**src/rtl/lc3b_types.sv**
```systemverilog
// Shared LC-3b memory-system types: line address, line data, byte select and
// the line responder state encoding.
package lc3b_types;

  localparam int unsigned LC3B_LINE_ADDR_W = 12;
  localparam int unsigned LC3B_LINE_W      = 128;
  localparam int unsigned LC3B_LINE_SEL_W  = LC3B_LINE_W / 8;

  typedef logic [LC3B_LINE_ADDR_W-1:0] lc3b_line_addr;
  typedef logic [LC3B_LINE_W-1:0]      lc3b_line;
  typedef logic [LC3B_LINE_SEL_W-1:0]  lc3b_line_sel;

  typedef enum logic [1:0] {
    IDLE,
    RESP,
    WB,
    FILL
  } wbr_state_t;

endpackage

```
**src/rtl/line_byte_merge.sv**
```systemverilog
// Combinational byte merge: each byte of new_data replaces the matching byte
// of old_line where its select bit is set.
module line_byte_merge #(
  parameter int unsigned LINE_W = 128,
  parameter int unsigned SEL_W  = LINE_W / 8
) (
  input  logic [LINE_W-1:0] old_line,
  input  logic [LINE_W-1:0] new_data,
  input  logic [SEL_W-1:0]  sel,
  output logic [LINE_W-1:0] merged
);

  always_comb begin
    merged = old_line;
    for (int unsigned i = 0; i < SEL_W; i++) begin
      if (sel[i]) begin
        merged[8*i +: 8] = new_data[8*i +: 8];
      end
    end
  end

endmodule

```
**src/rtl/wb_line_responder.sv**
```systemverilog
// Wishbone line responder backed by a single-entry write-back line buffer.
// Define WB_LINE_RESPONDER_HITMISS_EN to add registered hit_pulse/miss_pulse outputs.
module wb_line_responder
  import lc3b_types::*;
#(
  parameter int unsigned ADDR_W = 12,
  parameter int unsigned LINE_W = 128,
  parameter int unsigned SEL_W  = LINE_W / 8
) (
  input  logic              clk,
  input  logic              rst_n,
  input  logic              wb_cyc,
  input  logic              wb_stb,
  input  logic              wb_we,
  input  logic [ADDR_W-1:0] wb_adr,
  input  logic [SEL_W-1:0]  wb_sel,
  input  logic [LINE_W-1:0] wb_dat_m,
  output logic [LINE_W-1:0] wb_dat_s,
  output logic              wb_ack,
  output logic              wb_rty,
  output logic              pmem_read,
  output logic              pmem_write,
  output logic [ADDR_W-1:0] pmem_addr,
  output logic [LINE_W-1:0] pmem_wdata,
  input  logic [LINE_W-1:0] pmem_rdata,
  input  logic              pmem_resp
`ifdef WB_LINE_RESPONDER_HITMISS_EN
  ,
  output logic              hit_pulse,
  output logic              miss_pulse
`endif
);

  wbr_state_t        state_q, state_d;
  logic              valid_q, valid_d;
  logic              dirty_q, dirty_d;
  logic [ADDR_W-1:0] tag_q, tag_d;
  logic [LINE_W-1:0] line_q, line_d;
  logic              ack_q, ack_d;
  logic [LINE_W-1:0] dat_s_q, dat_s_d;
  logic              pread_q, pread_d;
  logic              pwrite_q, pwrite_d;
  logic [ADDR_W-1:0] paddr_q, paddr_d;
  logic [LINE_W-1:0] pwdata_q, pwdata_d;

  logic              request;
  logic              hit;
  logic [LINE_W-1:0] merged;

  assign request = wb_cyc & wb_stb;
  assign hit     = valid_q & (tag_q == wb_adr);

  line_byte_merge #(
    .LINE_W (LINE_W),
    .SEL_W  (SEL_W)
  ) u_merge (
    .old_line (line_q),
    .new_data (wb_dat_m),
    .sel      (wb_sel),
    .merged   (merged)
  );

  always_ff @(posedge clk or negedge rst_n) begin
    if (!rst_n) begin
      state_q  <= IDLE;
      valid_q  <= 1'b0;
      dirty_q  <= 1'b0;
      tag_q    <= '0;
      line_q   <= '0;
      ack_q    <= 1'b0;
      dat_s_q  <= '0;
      pread_q  <= 1'b0;
      pwrite_q <= 1'b0;
      paddr_q  <= '0;
      pwdata_q <= '0;
    end else begin
      state_q  <= state_d;
      valid_q  <= valid_d;
      dirty_q  <= dirty_d;
      tag_q    <= tag_d;
      line_q   <= line_d;
      ack_q    <= ack_d;
      dat_s_q  <= dat_s_d;
      pread_q  <= pread_d;
      pwrite_q <= pwrite_d;
      paddr_q  <= paddr_d;
      pwdata_q <= pwdata_d;
    end
  end

  always_comb begin
    state_d  = state_q;
    valid_d  = valid_q;
    dirty_d  = dirty_q;
    tag_d    = tag_q;
    line_d   = line_q;
    ack_d    = 1'b0;
    dat_s_d  = dat_s_q;
    pread_d  = pread_q;
    pwrite_d = pwrite_q;
    paddr_d  = paddr_q;
    pwdata_d = pwdata_q;

    case (state_q)
      IDLE: begin
        if (request) begin
          if (hit) begin
            state_d = RESP;
            ack_d   = 1'b1;
            if (wb_we) begin
              line_d  = merged;
              dirty_d = 1'b1;
              dat_s_d = merged;
            end else begin
              dat_s_d = line_q;
            end
          end else if (valid_q && dirty_q) begin
            state_d  = WB;
            pwrite_d = 1'b1;
            paddr_d  = tag_q;
            pwdata_d = line_q;
          end else begin
            state_d = FILL;
            pread_d = 1'b1;
            paddr_d = wb_adr;
          end
        end
      end
      RESP: state_d = IDLE;
      WB: begin
        // Line stays valid but clean; the fill that follows replaces it.
        if (pmem_resp) begin
          pwrite_d = 1'b0;
          dirty_d  = 1'b0;
          pread_d  = 1'b1;
          paddr_d  = wb_adr;
          state_d  = FILL;
        end
      end
      FILL: begin
        // Return to IDLE so the still-held request is re-sampled as a hit.
        if (pmem_resp) begin
          pread_d = 1'b0;
          line_d  = pmem_rdata;
          tag_d   = paddr_q;
          valid_d = 1'b1;
          dirty_d = 1'b0;
          state_d = IDLE;
        end
      end
      default: state_d = IDLE;
    endcase
  end

  assign wb_ack     = ack_q;
  assign wb_dat_s   = dat_s_q;
  assign wb_rty     = 1'b0;
  assign pmem_read  = pread_q;
  assign pmem_write = pwrite_q;
  assign pmem_addr  = paddr_q;
  assign pmem_wdata = pwdata_q;

`ifdef WB_LINE_RESPONDER_HITMISS_EN
  always_ff @(posedge clk or negedge rst_n) begin
    if (!rst_n) begin
      hit_pulse  <= 1'b0;
      miss_pulse <= 1'b0;
    end else begin
      hit_pulse  <= (state_q == IDLE) & request & hit;
      miss_pulse <= (state_q == IDLE) & request & ~hit;
    end
  end
`endif

endmodule
```
**config.mk**
```make
export PLATFORM = sky130hd
export DESIGN_NAME = wb_line_responder
export DESIGN_NICKNAME = d
export VERILOG_FILES = /design/src/rtl/lc3b_types.sv /design/src/rtl/line_byte_merge.sv /design/src/rtl/wb_line_responder.sv
export SDC_FILE = /design/constraint.sdc
export NUM_CORES = 1
export LEC_CHECK = 0
export BUFFER_PORTS_ARGS = -buffer_cell sky130_fd_sc_hd__buf_2
export CAP_MARGIN = 25
export CORE_MARGIN = 2
export CORE_UTILIZATION = 30
export DETAILED_ROUTE_END_ITERATION = 8
export PLACE_DENSITY = 0.62
export SYNTH_ARGS = -nofsm -noshare
export SYNTH_HDL_FRONTEND = slang
export SYNTH_SLANG_ARGS = --single-unit
```
**constraint.sdc**
```tcl
create_clock -name clk -period 4.4 [get_ports clk]
set_input_delay 0.66 -clock clk [delete_from_list [all_inputs] [get_ports clk]]
set_output_delay 0.66 -clock clk [all_outputs]
set_load 0.03 [all_outputs]
```
==> results of run 1 <==
[flip-flops by register name (all words and copies together) (netlist names)]
register,cells
line_q,128
pmem_wdata,128
wb_dat_s,128
pmem_addr,12
tag_q,12
state_q,2
dirty_q,1
pmem_read,1
pmem_write,1
valid_q,1
wb_ack,1
[logic make-up (layout without fill, tap and decap cells)]
family / Yosys count / count (layout) / share of synthesized area (%)
buffers and inverters: 105 / 673 / 3.366
flip-flops: 415 / 415 / 56.67
XOR/XNOR: 13 / 13 / 0.6213
other: 1 / 10 / 0.02046
multiplexers: 280 / 280 / 16.33
AO/OA/AOI/OAI: 390 / 390 / 13.60
AND/OR/NAND/NOR: 379 / 379 / 9.388
[report_power, final]
group          internal [mW]  total [mW]  switching, mW
Clock                   2.66        4.28           1.62
Sequential              4.53        5.15          0.621
Combinational           1.09        2.72           1.63
[critical path, delay by kind of cell, from the launching register on]
| family | cells | cell delay (ps) |
|---|---|---|
| AND/OR/NAND/NOR | 4 | 1540 |
| AO/OA/AOI/OAI | 1 | 170 |
| buffers and inverters | 1 | 310 |
| flip-flops | 1 | 510 |
[layout by cell type, fill, tap and decap left out, types with 2 or more instances in the layout]
cell type | Yosys | routed
nor4_4 | 2 | 2
nand2_4 | 0 | 2
buf_2 | 16 | 558
mux2_1 | 10 | 10
nand3_1 | 21 | 21
buf_4 | 7 | 18
dfrtp_1 | 415 | 415
a22oi_1 | 118 | 118
xnor2_1 | 8 | 8
nor2_1 | 133 | 133
clkbuf_16 | 0 | 49
xor2_1 | 5 | 5
clkinv_2 | 0 | 6
mux2i_1 | 128 | 128
clkbuf_8 | 0 | 9
mux2_2 | 142 | 142
diode_2 | 0 | 9
nand2_1 | 194 | 191
inv_1 | 3 | 3
bufinv_16 | 0 | 8
inv_6 | 0 | 2
o22ai_1 | 128 | 128
nand4_4 | 10 | 10
o21ai_0 | 129 | 129
nand4_1 | 9 | 9
a22oi_2 | 10 | 10
buf_12 | 0 | 8
or3_4 | 1 | 2
clkbuf_1 | 57 | 10
[area by class of cell]
cell class / count / area, um^2 / share of cell area (%)
clock inverter: 17 / 296.5 / 1.260
antenna: 9 / 22.52 / 0.09568
clock buffer: 68 / 1388 / 5.895
multi-input combinational: 1063 / 7355 / 31.24
tap: 782 / 978.4 / 4.157
inverter: 3 / 11.26 / 0.04784
sequential: 415 / 10390 / 44.12
timing repair buffer: 585 / 3103 / 13.18
[through the flow]
stage          instances  instance area [um^2]
2_1_floorplan       1583                 18330
3_3_place_gp        2848                 21830
3_5_place_dp        2848                 21830
4_1_cts             2933                 23520
5_1_grt             2938                 23530
6_report            2942                 23540
[routing by layer]
layer / vias to the layer above / global-route usage, % / share of wire, %
met3: 150 / 7.113 / 9.8
met4: 30 / 7.619 / 3.7
met2: 659 / 31.82 / 47
met1: 7558 / 23.23 / 39
li1: 6852 / - / -
met5: - / 0 / 0.31
[worst max path at each step]
| stage | from | slack, ps | end |
|---|---|---|---|
| 3_5_place_dp | wb_adr[2] | 1210 | line_q[79] |
| 4_1_cts | state_q[1] | 1560 | line_q[74] |
| 5_1_grt | state_q[0] | 1360 | line_q[96] |
| 3_3_place_gp | wb_adr[2] | 1260 | line_q[95] |
| 2_1_floorplan | wb_adr[2] | 1860 | pmem_wdata[100] |
| 6_report | state_q[0] | 1550 | line_q[99] |
==> metrics, run 1 <==
outcome completed; worst setup margin 1548 ps; Util after Layout 39.00%; row count 90; Mapped Nets 1873; slew margin rel. 27.77%; Overflow after GRT 0; unique cell type count in the Yosys netlist 38; DIE WIDTH 251.2 um; Commonest cells post-synth dfrtp_1, nand2_1, mux2_2; critical path launch point type flip-flop; final setup violation count 0; Hold Crit Class input pin to async pin; Initial Util 30.36%; drt pass-1 iters 8; WP data arrival 3270 ps; CTS Buf Count 47; DRC viols 0; post-CTS sizing 0; flops & latches, synth 415; Cells after Synth 1583; CP max-delay cell or4_4; reg2reg path depth 6; WL/cell 21.44 um; IO Count 562; Die Area 0.06308 mm^2; Yosys top cell by area dfrtp_1; average footprint of a synthesized cell 11.58 um^2; CTS tree built; via count 15250; Final Total Pwr 12.15 mW; CP Cell Sequence nor4bb_1 -> nand3_1 -> or4_4 -> nand2_4 -> buf_12 -> a22oi_1; clock skew 17.92 ps; async set-reset flop share out of synthesis 100.0%; Hold-fix buffers, CTS 0; RePlAce Congestion 0.8407; Setup WS pre-CTS 1209 ps; worst r2r src state_q[0]; RSZ-0062 raised after global routing false; Iter 0 DRT Violations 889; Clock Path Buffers 3; Critical Path RT 4820 ps; largest net degree at the start of global routing 114; ys flop type dfrtp_1; chip height 251.2 um; IO Port Bufs 560; leakage power 12.17 nW; final period utilization 64.82%; H-tree Lvls 2; R2R Path End line_q[99]; Final Hold Violating Endpoints 0; CTS sink count 415; minimum clock period 2852 ps; Total GRT Usage 19.43%; Setup crit end kind flip-flop; vias in the first global route 15760; clock-pin slew on the worst setup and hold paths 60 ps; Fill cells 5962; R2R setup slack 1550 ps; Power Dens Cells 516.2 mW/mm^2; clock latency on the worst-skew pair 570 ps; # nets final 2405; Final ANT Viol Nets 0; HPWL after DPL 44.85 mm; synthesis-to-finish area growth 28.45%; CP max stage delay 560 ps; Post-synth EDFFs 0; first-pass GRT wire length 95.05 mm; Max VDD drop 0.0003050 V; Cell Area, Synth 0.01833 mm^2; most common cell in the netlist dfrtp_1; ranking of synthesized cells by area dfrtp_1, mux2_2, mux2i_1; kind of critical path flip-flop to flip-flop; hold_ws 201.7 ps; fmax 350.6 MHz; Post-CTS Setup Bufs 0; fraction of layout cells with a size suffix above 1 38.63%; register area share after synthesis 56.67%; vias per inst 5.183; worst slew pin tran 1080 ps; Max Slew Vio Count 0; Root Buffer clkbuf_16; largest driver fanout on the critical path 70; core area 0.06036 mm^2; drt total wl 63.09 mm; number of max-cap violations 0; top-area cell type share of the netlist area 56.67%; Ys Warns 0; Final TNS setup 0 ps; initial antenna violation count 26
(Power assumes the default switching activity.)
==> inputs of run 2 (changes only) <==
==> constraint.sdc (replaced) <==
create_clock -name clk -period 3 [get_ports clk]
set_input_delay 0.45 -clock clk [delete_from_list [all_inputs] [get_ports clk]]
set_output_delay 0.45 -clock clk [all_outputs]
set_load 0.03 [all_outputs]
==> run 2 against run 1 <==
  * Non-clock buffer count up 19
  * Clock power is 33% higher
  * Clock skew fell by 4.1 ps
  * Highest routed layer unchanged
  * Critical path type unchanged
  * Global-route usage grew 0.11 points
  * Power increased by 42%
  * Largest cell class unchanged
  * Flip-flop and latch count did not move
  * Worst hold slack lost 10 ps
  * Sequential power is 46% higher
  * Critical endpoint is now wb_dat_s[115]
==> metrics, run 2 (synthesized netlist as in run 1, its figures left out) <==
final period utilization 88.25%; Fill cells 5933; DIE WIDTH 251.2 um; WL met1 25.55 mm; worst slew pin tran 890.4 ps; critical path launch point type flip-flop; CTS sink count 415; worst r2r src state_q[1]; drt total wl 63.46 mm; Die Area 0.06308 mm^2; CTS Buf Count 47; hold_ws 191.7 ps; multi-input combinational cell area 0.007355 mm^2; largest net degree at the start of global routing 77; Initial Util 30.36%; kind of critical path flip-flop to flip-flop; core area 0.06036 mm^2; hold path startpoint wb_dat_m[80]; Final TNS setup 0 ps; WL/cell 21.44 um; most frequent cells in the layout buf_2, dfrtp_1, nand2_1; routed wl met3 5.036 mm; # nets final 2424; slew margin rel. 40.50%; first-pass GRT wire length 95.90 mm; IO Count 562; RSZ-0062 raised after global routing false; Hold Crit Class input pin to flip-flop; chip height 251.2 um; WP data arrival 3060 ps; via count 15330; vias in the first global route 15850; Critical Path RT 3410 ps; register area 0.01039 mm^2; DR top layer met5; most common cell after layout, fill and taps aside buf_2; H-tree Lvls 2; Final Hold Violating Endpoints 0; worst setup margin 352.4 ps; Max VDD drop 0.0005301 V; row count 90; RePlAce Congestion 0.8911; clock skew 13.86 ps; drt pass-1 iters 5; minimum clock period 2648 ps; Overflow after GRT 0; outcome completed; largest driver fanout on the critical path 59; HPWL after DPL 45.99 mm; Max Slew Vio Count 0; Iter 0 DRT Violations 1084; DRC viols 0; CP Cell Sequence nor4bb_1 -> nand3_1 -> or4_4 -> buf_4 -> nand2_1 -> o21ai_0; Root Buffer clkbuf_16; CP max-delay cell nor4bb_1; final setup violation count 0; vias per inst 5.180; Util after Layout 39.11%; Power Dens Cells 733.2 mW/mm^2; clock-pin slew on the worst setup and hold paths 70 ps; IO Port Bufs 560; Post-CTS Setup Bufs 0; CP max stage delay 610 ps; delay-heaviest family, CP simple AND/OR/NAND/NOR gates; Total GRT Usage 19.53%; Clock Path Buffers 3; Final ANT Viol Nets 0; synthesis-to-finish area growth 28.82%; Setup crit end kind flip-flop; initial antenna violation count 17; wire length on met2 30.72 mm; fmax 377.7 MHz; CP bufs+invs 1; leakage power 12.21 nW; number of max-cap violations 0; Setup WS pre-CTS 312.2 ps; clock latency on the worst-skew pair 560 ps; crit path launch state_q[1]; fraction of layout cells with a size suffix above 1 38.85%; CTS tree built
run 2: changes by cell type in the layout (fill, tap and decap cells not counted):
cell / before / now
inv_6: 2 / 1
buf_4: 18 / 29
dlygate4sd3_1: 0 / 1
clkinv_4: 1 / 2
buf_12: 8 / 15
clkinv_2: 6 / 4
clkbuf_8: 9 / 11
bufinv_16: 8 / 1
clkbuf_1: 10 / 16
clkinvlp_4: 0 / 1
diode_2: 9 / 8
run 2: path summary, 6_finish.rpt:
| kind | cells after the start | end | slack (ps) |
|---|---|---|---|
| setup / recovery | 6 | wb_dat_s[115] | 350 |
| hold / removal | 3 | wb_dat_s[80] | 190 |
| setup reg to reg | 6 | wb_dat_s[115] | 350 |
| hold reg to reg | 2 | wb_dat_s[89] | 470 |
| max in group asynchronous | 3 | wb_dat_s[21] | 1570 |
| min in group asynchronous | 2 | pmem_wdata[125] | 480 |
run 2: metrics by stage:
stage / area [um^2] / power [mW] / instances
floorplan: 18330 / 10.13 / 1583
global placement: 22050 / 11.55 / 2866
detailed placement: 22050 / 11.72 / 2866
CTS: 23590 / 17.48 / 2952
global route: 23590 / 18.26 / 2954
finish: 23610 / 17.31 / 2960
run 2: worst min-delay path, cell delays in order:
cell and delay, ps:
buf_2 90, mux2i_1 60, o21ai_0 130
run 2: power breakdown:
group | total, mW | switching [mW] | internal, mW | leakage [nW]
Combinational | 4.08 | 2.41 | 1.67 | 6.26
Sequential | 7.53 | 0.891 | 6.64 | 5.20
Clock | 5.69 | 2.34 | 3.36 | 0.745
Total | 17.3 | 5.64 | 11.7 | 12.2
run 2: timing repair:
action / in CTS / in global routing
hold buffers: 1 / 0
endpoints found under the hold margin: 67 / 0
resized for setup: 0 / 0
run 2: routing by layer:
layer  up-vias  GRT usage, %
met5         -             0
met3       126         5.229
met4        16         7.075
met1      7693         24.19
met2       629         32.74
li1       6868             -
run 2: layout make-up:
type / count / share of cell area (%)
Multi-Input combinational cell: 1063 / 31.15
Tap cell: 782 / 4.145
Timing Repair Buffer: 604 / 14.13
Inverter: 3 / 0.04770
Antenna cell: 8 / 0.08480
Clock inverter: 9 / 0.3551
Sequential cell: 415 / 43.99
Clock buffer: 76 / 6.090
